===== src/rtl/imem_loader_pkg.sv =====
// Shared types and sizing for the instruction-memory byte-stream loader.
package imem_loader_pkg;

  typedef enum logic [2:0] {
    IDLE,
    HDR0,
    HDR1,
    DATA,
    DONE,
    ERR
  } state_e;

  localparam int unsigned BYTES_PER_WORD = 4;
  localparam int unsigned HDR_BYTES      = 2;
  localparam int unsigned BYTE_W         = 8;
  localparam int unsigned WORD_W         = BYTES_PER_WORD * BYTE_W;
  localparam int unsigned IDX_W          = $clog2(BYTES_PER_WORD);
  localparam int unsigned HDR_W          = HDR_BYTES * BYTE_W;

endpackage


===== src/rtl/imem_loader_byte_packer.sv =====
// Big-endian byte-to-word packer: first accepted byte lands in the MSBs,
// completed word is held and flagged with a one-cycle word_valid pulse.
module imem_loader_byte_packer
  import imem_loader_pkg::*;
(
  input  logic              clk,
  input  logic              rst_n,
  input  logic              clr,
  input  logic              accept,
  input  logic [BYTE_W-1:0] in_byte,
  output logic              word_done_c,
  output logic [WORD_W-1:0] word,
  output logic              word_valid
);

  logic [WORD_W-BYTE_W-1:0] shift_q, shift_d;
  logic [IDX_W-1:0]         idx_q, idx_d;
  logic [WORD_W-1:0]        word_q, word_d;
  logic                     word_valid_q, word_valid_d;

  assign word_done_c = accept && !clr && (idx_q == IDX_W'(BYTES_PER_WORD - 1));

  always_comb begin
    shift_d      = shift_q;
    idx_d        = idx_q;
    word_d       = word_q;
    word_valid_d = 1'b0;
    if (clr) begin
      shift_d = '0;
      idx_d   = '0;
    end else if (accept) begin
      if (word_done_c) begin
        word_d       = {shift_q, in_byte};
        word_valid_d = 1'b1;
        idx_d        = '0;
      end else begin
        shift_d = {shift_q[WORD_W-2*BYTE_W-1:0], in_byte};
        idx_d   = idx_q + IDX_W'(1);
      end
    end
  end

  always_ff @(posedge clk or negedge rst_n) begin
    if (!rst_n) begin
      shift_q      <= '0;
      idx_q        <= '0;
      word_q       <= '0;
      word_valid_q <= 1'b0;
    end else begin
      shift_q      <= shift_d;
      idx_q        <= idx_d;
      word_q       <= word_d;
      word_valid_q <= word_valid_d;
    end
  end

  assign word       = word_q;
  assign word_valid = word_valid_q;

endmodule


===== src/rtl/imem_loader.sv =====
// Length-prefixed byte-stream loader writing 32-bit words into instruction
// memory from address 0 while holding the CPU in reset.
module imem_loader
  import imem_loader_pkg::*;
#(
  parameter int unsigned ADDR_W = 9,
  parameter int unsigned DEPTH  = 512
) (
  input  logic              clk,
  input  logic              reset,
  input  logic              start,
  input  logic              in_valid,
  input  logic [BYTE_W-1:0] in_data,
  output logic              in_ready,
  output logic              mem_we,
  output logic [ADDR_W-1:0] mem_addr,
  output logic [WORD_W-1:0] mem_wdata,
  output logic              busy,
  output logic              cpu_hold,
  output logic              done,
  output logic              err,
  output logic [ADDR_W:0]   words_loaded
);

  localparam int unsigned CNT_W = ADDR_W + 1;
  localparam int unsigned CMP_W = HDR_W + 1;

  state_e              state_q, state_d;
  logic [BYTE_W-1:0]   hdr_hi_q, hdr_hi_d;
  logic [HDR_W-1:0]    n_q, n_d;
  logic [HDR_W-1:0]    n_c;
  logic [CNT_W-1:0]    words_q, words_d;
  logic [ADDR_W-1:0]   mem_addr_q, mem_addr_d;
  logic                accept_c;
  logic                pk_clr_c;
  logic                word_done_c;
  logic [WORD_W-1:0]   pk_word;
  logic                pk_valid;

  assign n_c      = {hdr_hi_q, in_data};
  assign accept_c = in_valid && (state_q == DATA);

  imem_loader_byte_packer u_packer (
    .clk         (clk),
    .rst_n       (reset),
    .clr         (pk_clr_c),
    .accept      (accept_c),
    .in_byte     (in_data),
    .word_done_c (word_done_c),
    .word        (pk_word),
    .word_valid  (pk_valid)
  );

  // Next-state, header capture and write-address bookkeeping.
  always_comb begin
    state_d    = state_q;
    hdr_hi_d   = hdr_hi_q;
    n_d        = n_q;
    words_d    = words_q;
    mem_addr_d = mem_addr_q;
    pk_clr_c   = 1'b0;
    case (state_q)
      IDLE, DONE, ERR: begin
        if (start) begin
          state_d  = HDR0;
          words_d  = '0;
          pk_clr_c = 1'b1;
        end
      end
      HDR0: begin
        if (in_valid) begin
          hdr_hi_d = in_data;
          state_d  = HDR1;
        end
      end
      HDR1: begin
        if (in_valid) begin
          n_d      = n_c;
          pk_clr_c = 1'b1;
          if (n_c == '0) begin
            state_d = DONE;
          end else if ({1'b0, n_c} > CMP_W'(DEPTH)) begin
            state_d = ERR;
          end else begin
            state_d = DATA;
          end
        end
      end
      DATA: begin
        // Address of the next write is the count of words already written.
        if (word_done_c) begin
          mem_addr_d = words_q[ADDR_W-1:0];
          words_d    = words_q + CNT_W'(1);
          if (HDR_W'(words_q) + HDR_W'(1) == n_q) begin
            state_d = DONE;
          end
        end
      end
      default: state_d = IDLE;
    endcase
  end

  always_ff @(posedge clk or negedge reset) begin
    if (!reset) begin
      state_q    <= IDLE;
      hdr_hi_q   <= '0;
      n_q        <= '0;
      words_q    <= '0;
      mem_addr_q <= '0;
    end else begin
      state_q    <= state_d;
      hdr_hi_q   <= hdr_hi_d;
      n_q        <= n_d;
      words_q    <= words_d;
      mem_addr_q <= mem_addr_d;
    end
  end

  assign busy         = (state_q == HDR0) || (state_q == HDR1) || (state_q == DATA);
  assign in_ready     = busy;
  assign cpu_hold     = busy;
  assign done         = (state_q == DONE);
  assign err          = (state_q == ERR);
  assign mem_we       = pk_valid;
  assign mem_addr     = mem_addr_q;
  assign mem_wdata    = pk_word;
  assign words_loaded = words_q;

endmodule

===== config.mk =====
export PLATFORM = sky130hd
export DESIGN_NAME = imem_loader
export DESIGN_NICKNAME = d
export VERILOG_FILES = /design/src/rtl/imem_loader_pkg.sv /design/src/rtl/imem_loader_byte_packer.sv /design/src/rtl/imem_loader.sv
export SDC_FILE = /design/constraint.sdc
export NUM_CORES = 1
export LEC_CHECK = 0
export CAP_MARGIN = 20
export CELL_PAD_IN_SITES_DETAIL_PLACEMENT = 1
export CELL_PAD_IN_SITES_GLOBAL_PLACEMENT = 2
export CORE_MARGIN = 2
export CORE_UTILIZATION = 35
export DETAILED_ROUTE_END_ITERATION = 12
export HOLD_SLACK_MARGIN = 0.05
export PLACE_DENSITY_LB_ADDON = 0.2
export SLEW_MARGIN = 20
export SYNTH_ARGS = -nofsm -noshare
export SYNTH_HDL_FRONTEND = slang
export SYNTH_SLANG_ARGS = --single-unit

===== constraint.sdc =====
create_clock -name clk -period 2.34 [get_ports clk]
set_clock_uncertainty 0.1 [all_clocks]
set_input_delay 0.468 -clock clk [delete_from_list [all_inputs] [get_ports clk]]
set_output_delay 0.468 -clock clk [all_outputs]
set_load 0.005 [all_outputs]

==> impl_metrics.tcl, run 1 <==
set metrics [dict create \
    fmax_ghz 0.456 \
    busiest_layer "met2" \
    reg2reg_slack_ns 0.17 \
    reg2reg_depth 5 \
    syn_avg_cell_area_um2 10.6 \
    power_density_nw_per_um2 1130 \
    antenna_found_initial 0 \
    syn_inst 428 \
    cts_buffer_depth 2 \
    worst_ep_arrival_time_ns 1.63 \
    sequentialPowerShare 0.438 \
    grt_usage 0.177 \
    viasPerCell 5.00 \
    syn_nets 442 \
    dp_hpwl_um 7940 \
    cts_root_buf "clkbuf_16" \
    fin_hold_ws_ns 0.373 \
    finalInstanceArea_um2 5920 \
    drtIter0Drc 167 \
    die-area_um2 13900 \
    grtUsageMet3 0.0388 \
    p_clk_frac 0.235 \
    r2r-start "n_q[13]" \
    grt_max_degree 56 \
    hold-path-endpoint "mem_addr[1]" \
    synth_cell_type_count 49 \
    grt_pass1_vias 3615 \
    grt_pass1_wl_um 19400 \
    finalHoldViolations 0 \
    worst_slew_margin_rel 0.531 \
    drt_pass1_iterations 4 \
    ant_nets 0 \
    cp_max_fo 11 \
    start_kind "register" \
    min_period_ns 2.19 \
    fin_crit_sh 0.938 \
    die_y_um 118 \
    post_drt_wl_per_cell_um 16.6 \
    cts_tree "yes" \
    yosys_warnings 0 \
    power_mw 6.69 \
    outcome "complete, no violations" \
    required_ns 1.77 \
    pwr-share-comb 0.327 \
    io_buffers 68 \
    whs_path_depth 2 \
    worstSkewPairLatency_ns 0.35 \
    endpoint_kind "output pin" \
    cts_setup_buffers 0 \
    r2r-end "state_q[1]" \
    drive_gt1_frac 0.172 \
    fin_nets 522 \
    std_cell_rows 41 \
    power.leakage_nw 2.72 \
    clock-sinks 105 \
    start_util 0.359 \
    cap_violations 0 \
    finalMaxSlewViolations 0 \
    place.gp.congestion 0.773 \
    routed_wl_um 11400 \
    async_flop_share 1.00 \
    dpl_cell_area_um2 5570 \
    synth_edf_count 0 \
    fp.dieW_um 118 \
    use_met2 0.283 \
    peakVddDrop_mv 0.530 \
    internal-power_mw 4.57 \
    ios 69 \
    syn_area_um2 4540 \
    path_clk_slew_ns 0.07 \
    core_um2 12700 \
    area_growth_pct 30.2 \
    grt_overflow_total 0 \
    cts_buffers 9 \
    layout.cells.non_filler 685 \
    ys_seq_area_frac 0.578 \
    power.switching_mw 2.11 \
    dp.cells 668 \
    vias 3422 \
    grt_util_met1 0.239 \
    drc_errors 0 \
    synth_seq_cells 105 \
    critPathKind "register to output pin" \
    synth_ff_type "dfrtp_1" \
    htree_levels 3 \
    worstMarginPinSlew_ns 0.701 \
    n_antenna_cell 0 \
    rsz0062_at_grt "no" \
    worstHoldStart "mem_addr[1]" \
    finalSetupViolCount 0 \
    hp-class "register to register" \
    swShare 0.316 \
]
logic make-up after synthesis:
kind of cell / share of synthesized area
AND/OR/NAND/NOR: 0.191
flip-flops: 0.578
AO/OA/AOI/OAI: 0.102
buffers and inverters: 0.0292
multiplexers: 0.0619
XOR/XNOR: 0.0328
adder cells (fa/ha/maj): 0.00551
placed cells by master (no fill, tap or decap), types with 2 or more instances in the layout:
master and n:
a21oi_1 5, a22o_1 25, a31oi_1 2, buf_12 4, buf_4 23, clkbuf_16 9
clkdlybuf4s50_1 67, clkinv_4 2, dfrtp_1 104, inv_1 4, inv_6 2, mux2_2 25
nand2_1 134, nand3_1 3, nand3_2 3, nand4_1 4, nor2_1 14, nor2_2 3
nor2_4 2, nor2b_1 2, nor3_1 3, nor3_2 2, nor3b_1 2, nor4_1 2
nor4b_1 2, nor4b_4 2, o21ai_0 16, o31ai_1 3, xnor2_1 11, xor2_1 6
layout make-up:
cell class | count | area [µm²]
fillers | 1399 | 6750
flip-flops and latches | 105 | 2630
multi-input cells | 293 | 1810
repair buffers | 95 | 933
clock buffers | 10 | 239
well taps | 172 | 215
clock inverters | 6 | 72.6
inverters | 4 | 15.0
registers in the layout, summed over array words and instances (netlist names):
register / count
hdr_hi_q: 8
mem_addr: 9
n_q: 16
state_q: 3
u_packer.idx_q: 2
u_packer.shift_q: 24
u_packer.word: 32
u_packer.word_valid: 1
words_loaded: 10
how the worst max path moves through the flow:
stage | from | slack, ns | cells after the start | end
6_report | state_q[0] | 0.15 | 3 | done
5_1_grt | state_q[2] | 0.02 | 6 | state_q[1]
4_1_cts | state_q[2] | 0.07 | 6 | state_q[1]
3_5_place_dp | in_valid | -0.25 | 6 | state_q[1]
3_3_place_gp | in_valid | -0.24 | 6 | state_q[1]
2_1_floorplan | words_loaded[0] | 0.24 | 7 | state_q[2]
power by group through the flow:
| stage | logic (mW) | clock network [mW] | registers, mW |
|---|---|---|---|
| floorplan | 1.25 | 0 | 2.82 |
| global placement | 2.12 | 0 | 2.92 |
| detailed placement | 2.19 | 0 | 2.95 |
| CTS | 2.21 | 1.62 | 2.92 |
| global route | 2.43 | 1.70 | 3.03 |
| finish | 2.19 | 1.57 | 2.93 |
critical path, stage by stage (launching register included):
cell,delay [ns]
dfrtp_1,0.38
buf_4,0.18
nor3b_1,0.20
clkdlybuf4s50_1,0.53
stage by stage:
step	util	TNS [ns]	worst slack (ns)
5_1_grt	0.467	0	0.0237
3_5_place_dp	0.439	-0.772	-0.247
6_report	0.467	0	0.145
3_3_place_gp	0.439	-0.775	-0.238
4_1_cts	0.465	0	0.0719
2_1_floorplan	-	0	0.243
routing by layer:
metal,part of all wire,up-vias
li1,-,1621
met1,0.48,1735
met2,0.47,54
met3,0.035,12
met4,0.015,0
met5,0,-
Yosys cell counts, drive strengths merged, types with 2 or more instances:
master	number	area (µm²)
nand2	134	503
dfrtp	105	2630
a22o	25	219
mux2	25	282
nor2	19	91.3
o21ai	17	85.1
buf	16	80.1
xnor2	11	96.3
clkbuf	10	37.5
nand3	6	45.0
xor2	6	52.6
a21oi	5	25.0
nor3	5	35.0
inv	4	15.0
nand4	4	25.0
nor4b	4	50.1
nor2b	3	21.3
nor3b	3	27.5
nor4	3	25.0
o31ai	3	22.5
a31oi	2	12.5
ha	2	25.0
what timing repair did:
action                                  CTS  global route
hold endpoints to repair                 33             0
endpoints found under the setup margin    3             2
pin swaps                                 0             3
hold buffers                              1             0
gates resized for setup                   1             6
Power figures use the tool's default switching activity.
==> run 2: changes to the inputs <==
--- a/config.mk
+++ b/config.mk
@@ -5,11 +5,10 @@
 export SDC_FILE = /design/constraint.sdc
 export NUM_CORES = 1
 export LEC_CHECK = 0
-export CAP_MARGIN = 20
 export CELL_PAD_IN_SITES_DETAIL_PLACEMENT = 1
 export CELL_PAD_IN_SITES_GLOBAL_PLACEMENT = 2
 export CORE_MARGIN = 2
-export CORE_UTILIZATION = 35
+export CORE_UTILIZATION = 31
 export DETAILED_ROUTE_END_ITERATION = 12
 export HOLD_SLACK_MARGIN = 0.05
 export PLACE_DENSITY_LB_ADDON = 0.2
==> constraint.sdc (replaced) <==
create_clock -name clk -period 1.84 [get_ports clk]
set_clock_uncertainty 0.1 [all_clocks]
set_input_delay 0.368 -clock clk [delete_from_list [all_inputs] [get_ports clk]]
set_output_delay 0.368 -clock clk [all_outputs]
set_load 0.005 [all_outputs]
==> run 2 against run 1 <==
Effect of this change: the run now ends with negative setup slack left; sequential share of layout area decreased by 5.1 points; die area is 12% higher; combinational power increased by 66%; largest cell class unchanged; highest routed layer unchanged.
==> impl_metrics.tcl, run 2 (same netlist as run 1, synthesis figures left out) <==
set metrics [dict create \
    post_drt_wl_per_cell_um 17.6 \
    min_period_ns 2.06 \
    die-area_um2 15600 \
    rsz0062_at_grt "yes" \
    ios 69 \
    worstSkewPairLatency_ns 0.35 \
    dp_hpwl_um 8170 \
    fmax_ghz 0.486 \
    finalHoldViolations 0 \
    worstMarginPinSlew_ns 0.581 \
    path_clk_slew_ns 0.07 \
    fp.dieW_um 125 \
    finalSetupViolCount 64 \
    worst_slew_margin_rel 0.613 \
    fin_crit_sh 1.12 \
    io_buffers 68 \
    reg2reg_slack_ns -0.22 \
    cap_violations 0 \
    final_cell_mix "nand2_1, dfrtp_1, buf_4, clkdlybuf4s50_1, a22o_1" \
    r2r-start "n_q[13]" \
    multi_input_area_um2 2050 \
    start_util 0.315 \
    internal-power_mw 6.35 \
    critical_path.endpoint "state_q[2]" \
    worstSetupStartpoint "n_q[13]" \
    violations "negative setup slack" \
    htree_levels 3 \
    drive_gt1_frac 0.318 \
    power_mw 9.35 \
    vias 3694 \
    power.leakage_nw 3.23 \
    nFillCells 1577 \
    grt_usage 0.160 \
    cts_buffers 9 \
    required_ns 2.03 \
    antenna_found_initial 0 \
    drc_errors 0 \
    ant_nets 0 \
    grt_pass1_vias 3856 \
    cts_buffer_depth 2 \
    core_um2 14400 \
    reg2reg_depth 5 \
    r2r-end "state_q[2]" \
    power.switching_mw 3.00 \
    endpoint_kind "register" \
    cts_tree "yes" \
    grt_max_degree 106 \
    grt_pass1_wl_um 20100 \
    clock-sinks 105 \
    p_clk_frac 0.213 \
    die_y_um 125 \
    outcome "complete, but fails checks" \
    layout_commonest_cell "nand2_1" \
    fin_nets 581 \
    hp-class "register to register" \
    peakVddDrop_mv 0.483 \
    critPathKind "register to register" \
    start_kind "register" \
    finalMaxSlewViolations 0 \
    cp_max_fo 3 \
    dpl_cell_area_um2 5810 \
    sequentialPowerShare 0.399 \
    largest_register_ffs 32 \
    worst_ep_arrival_time_ns 2.25 \
    routed_wl_um 13300 \
    std_cell_rows 44 \
    finalInstanceArea_um2 6710 \
    place.gp.congestion 0.791 \
    pwr-share-comb 0.388 \
    area_growth_pct 47.7 \
    grt_overflow_total 0 \
    cts_root_buf "clkbuf_16" \
    fin_ws_ns -0.219 \
    viasPerCell 4.89 \
    n_antenna_cell 0 \
    regArea_um2 2640 \
    power_density_nw_per_um2 1390 \
    drt_pass1_iterations 4 \
    swShare 0.321 \
    drtIter0Drc 150 \
]
[run 2: changes by cell type in the layout (fill, tap and decap cells not counted), sizes merged]
| cell | previous run | this run |
|---|---|---|
| buf | 27 | 81 |
| clkdlybuf4s50 | 67 | 52 |
| dlymetal6s2s | 0 | 1 |
| clkbuf | 10 | 17 |
| or2 | 1 | 4 |
| dlygate4sd2 | 0 | 11 |
| inv | 6 | 5 |
| clkinv | 2 | 0 |
| clkinvlp | 1 | 2 |
[run 2: worst max-delay path, cell delays in order, from the launching register on]
cell	delay (ns)
dfrtp_1	0.40
or4_4	0.55
nor4b_4	0.21
nand4_1	0.16
nor4b_4	0.42
a211o_1	0.16
[run 2: layout make-up]
cell class | count | share of cell area
clock inverter | 4 | 0.00858
clock buffer | 12 | 0.0367
multi-input combinational | 296 | 0.305
tap | 184 | 0.0343
inverter | 4 | 0.00280
sequential | 105 | 0.393
timing repair buffer | 151 | 0.219
[run 2: how the worst min path moves through the flow]
stage,from,to,slack [ns],depth (start not counted)
after detailed placement,mem_addr[1],mem_addr[1],0.36,2
after CTS,mem_addr[1],mem_addr[1],0.38,2
after global placement,mem_addr[1],mem_addr[1],0.36,2
final,mem_addr[1],mem_addr[1],0.37,2
after floorplan,reset,hdr_hi_q[0],-0.03,0
after global routing,u_packer.word[31],u_packer.word[31],0.41,2
[run 2: timing repair]
action / 4_1_cts / 5_1_grt
hold endpoints to repair: 105 / 0
resized for setup: 39 / 79
pin swaps: 4 / 49
buffers inserted: 15 / 15
hold buffers: 1 / 0
setup endpoints to repair: 68 / 96
gates cloned: 0 / 7
[run 2: power by group through the flow]
| stage | Clock, mW | Combinational, mW | Sequential, mW |
|---|---|---|---|
| after global routing | 2.12 | 3.93 | 3.84 |
| after floorplan | 0 | 1.60 | 3.60 |
| final | 1.99 | 3.63 | 3.73 |
| after detailed placement | 0 | 2.91 | 3.74 |
| after CTS | 2.04 | 3.09 | 3.70 |
| after global placement | 0 | 2.84 | 3.71 |
[run 2: stage by stage]
stage / cells / setup WS, ns / hold slack (ns) / TNS [ns] / util
after floorplan: 428 / -0.0420 / -0.0276 / -0.0792 / -
after global placement: 704 / -0.393 / 0.357 / -15.49 / 0.403
after detailed placement: 704 / -0.430 / 0.363 / -19.48 / 0.403
after CTS: 736 / -0.188 / 0.381 / -0.651 / 0.436
after global routing: 756 / -0.313 / 0.407 / -12.80 / 0.465
final: 756 / -0.219 / 0.374 / -6.56 / 0.465
[run 2: per-layer routing]
metal	GRT usage	part of all wire	vias up
li1	-	-	1742
met1	0.214	0.46	1883
met2	0.265	0.50	58
met3	0.0359	0.029	11
met4	0.0392	0.010	0
met5	0	0	-
==> run 3: changes to the inputs <==
--- a/config.mk
+++ b/config.mk
@@ -12,6 +12,7 @@
 export DETAILED_ROUTE_END_ITERATION = 12
 export HOLD_SLACK_MARGIN = 0.05
 export PLACE_DENSITY_LB_ADDON = 0.2
+export SKIP_LAST_GASP = 1
 export SLEW_MARGIN = 20
 export SYNTH_ARGS = -nofsm -noshare
 export SYNTH_HDL_FRONTEND = slang
==> run 3 against run 2 <==
Effect of this change: combinational power barely moved; core utilization about the same; flip-flop and latch count unchanged; critical endpoint unchanged; highest routed layer unchanged; the run still ends with negative setup slack left; fmax increased by 0.64%; via count increased by 0.11%; worst setup slack improved by 0.013 ns.
==> impl_metrics.tcl, run 3 (same netlist as run 1, synthesis figures left out) <==
set metrics [dict create \
    io_buffers 68 \
    die-area_um2 15600 \
    peakVddDrop_mv 0.483 \
    final_cell_mix "nand2_1, dfrtp_1, buf_4, clkdlybuf4s50_1, a22o_1" \
    fmax_ghz 0.489 \
    std_cell_rows 44 \
    min_period_ns 2.05 \
    htree_levels 3 \
    rsz0062_at_grt "yes" \
    setup_tns_ns -6.41 \
    path_clk_slew_ns 0.08 \
    worst_ep_arrival_time_ns 2.24 \
    ios 69 \
    outcome "complete, but fails checks" \
    fin_nets 581 \
    drt_pass1_iterations 4 \
    post_drt_wl_per_cell_um 17.7 \
    start_util 0.315 \
    grt_pass1_wl_um 20100 \
    cts_root_buf "clkbuf_16" \
    core_um2 14400 \
    power.leakage_nw 3.21 \
    nFillCells 1579 \
    hp-class "register to register" \
    start_kind "register" \
    layout.cells.non_filler 756 \
    drtIter0Drc 142 \
    cts_buffers 9 \
    n_antenna_cell 0 \
    dp_hpwl_um 8170 \
    ant_nets 0 \
    endpoint_kind "register" \
    required_ns 2.03 \
    power_density_nw_per_um2 1400 \
    worstMarginPinSlew_ns 0.582 \
    worst_slew_margin_rel 0.612 \
    finalInstanceArea_um2 6710 \
    fin_crit_sh 1.11 \
    grt_max_degree 106 \
    violations "negative setup slack" \
    finalSetupViolCount 86 \
    routed_wl_um 13400 \
    grt_overflow_total 0 \
    place.gp.congestion 0.791 \
    clock-sinks 105 \
    cts_buffer_depth 2 \
    worstSkewPairLatency_ns 0.35 \
    critPathKind "register to register" \
    dp.cells 704 \
    power_mw 9.36 \
    vias 3698 \
    fp.dieW_um 125 \
    fin_hold_ws_ns 0.375 \
    fin_ws_ns -0.206 \
    grt_usage 0.160 \
    dpl_cell_area_um2 5810 \
    finalHoldViolations 0 \
    cap_violations 0 \
    drc_errors 0 \
    die_y_um 125 \
    viasPerCell 4.89 \
    cts_tree "yes" \
    cp_max_fo 3 \
    largest_register_ffs 32 \
    area_growth_pct 47.6 \
    grt_pass1_vias 3843 \
    finalMaxSlewViolations 0 \
    antenna_found_initial 0 \
    layout_commonest_cell "nand2_1" \
    drive_gt1_frac 0.313 \
]
==> run 3: cell count changes in the layout (fill, tap and decap cells not counted), sizes merged <==
cell and change:
clkdlybuf4s15 +1, clkdlybuf4s50 +1, clkbuf -1, buf -1
==> run 3: timing repair <==
| action | 4_1_cts | 5_1_grt |
|---|---|---|
| endpoints found under the hold margin | 105 | 0 |
| setup buffers | 15 | 15 |
| endpoints found under the setup margin | 68 | 96 |
| gates resized for setup | 34 | 74 |
| gates cloned | 0 | 7 |
| pin swaps | 4 | 45 |
| hold buffers | 1 | 0 |
==> run 3: cell type report <==
| cell class | count | area, µm² | area share |
|---|---|---|---|
| Clock buffer | 12 | 246 | 0.0367 |
| Clock inverter | 4 | 57.6 | 0.00858 |
| Inverter | 4 | 18.8 | 0.00280 |
| Multi-Input combinational cell | 296 | 2040 | 0.304 |
| Sequential cell | 105 | 2640 | 0.393 |
| Tap cell | 184 | 230 | 0.0343 |
| Timing Repair Buffer | 151 | 1480 | 0.220 |
==> run 3: path summary, 6_finish.rpt <==
kind                                      to  slack (ns)         from  depth (start not counted)
min                              mem_addr[1]        0.37  mem_addr[1]                          2
max in group asynchronous    words_loaded[8]        0.65        reset                          3
max                               state_q[2]       -0.21      n_q[13]                          5
min reg2reg                      mem_addr[1]        0.37  mem_addr[1]                          2
max reg2reg                       state_q[2]       -0.21      n_q[13]                          5
min in group asynchronous  u_packer.word[23]        0.51        reset                          3
==> run 3: metrics by stage <==
step	setup WS, ns	util
CTS	-0.211	0.436
global route	-0.313	0.465
detailed placement	-0.430	0.403
finish	-0.206	0.465
floorplan	-0.0420	-
global placement	-0.393	0.403
==> run 3: per-layer routing <==
layer,vias to the layer above,global-route usage,share of wire
met5,-,0,0
met4,0,0.0392,0.015
met3,13,0.0359,0.029
met2,59,0.263,0.49
met1,1883,0.215,0.46
li1,1743,-,-
==> run 3: report_power, final <==
| part | total (mW) | internal (mW) | switching (mW) | leakage (nW) |
|---|---|---|---|---|
| logic | 3.63 | 2.14 | 1.50 | 1.69 |
| registers | 3.73 | 3.10 | 0.627 | 1.37 |
| clock network | 2.00 | 1.11 | 0.888 | 0.145 |
==> run 3: worst max-delay path, cell delays in order, from the launching register on <==
cell,delay [ns]
dfrtp_1,0.40
or4_4,0.55
nor4b_4,0.21
nand4_1,0.16
nor4b_4,0.41
a211o_1,0.16
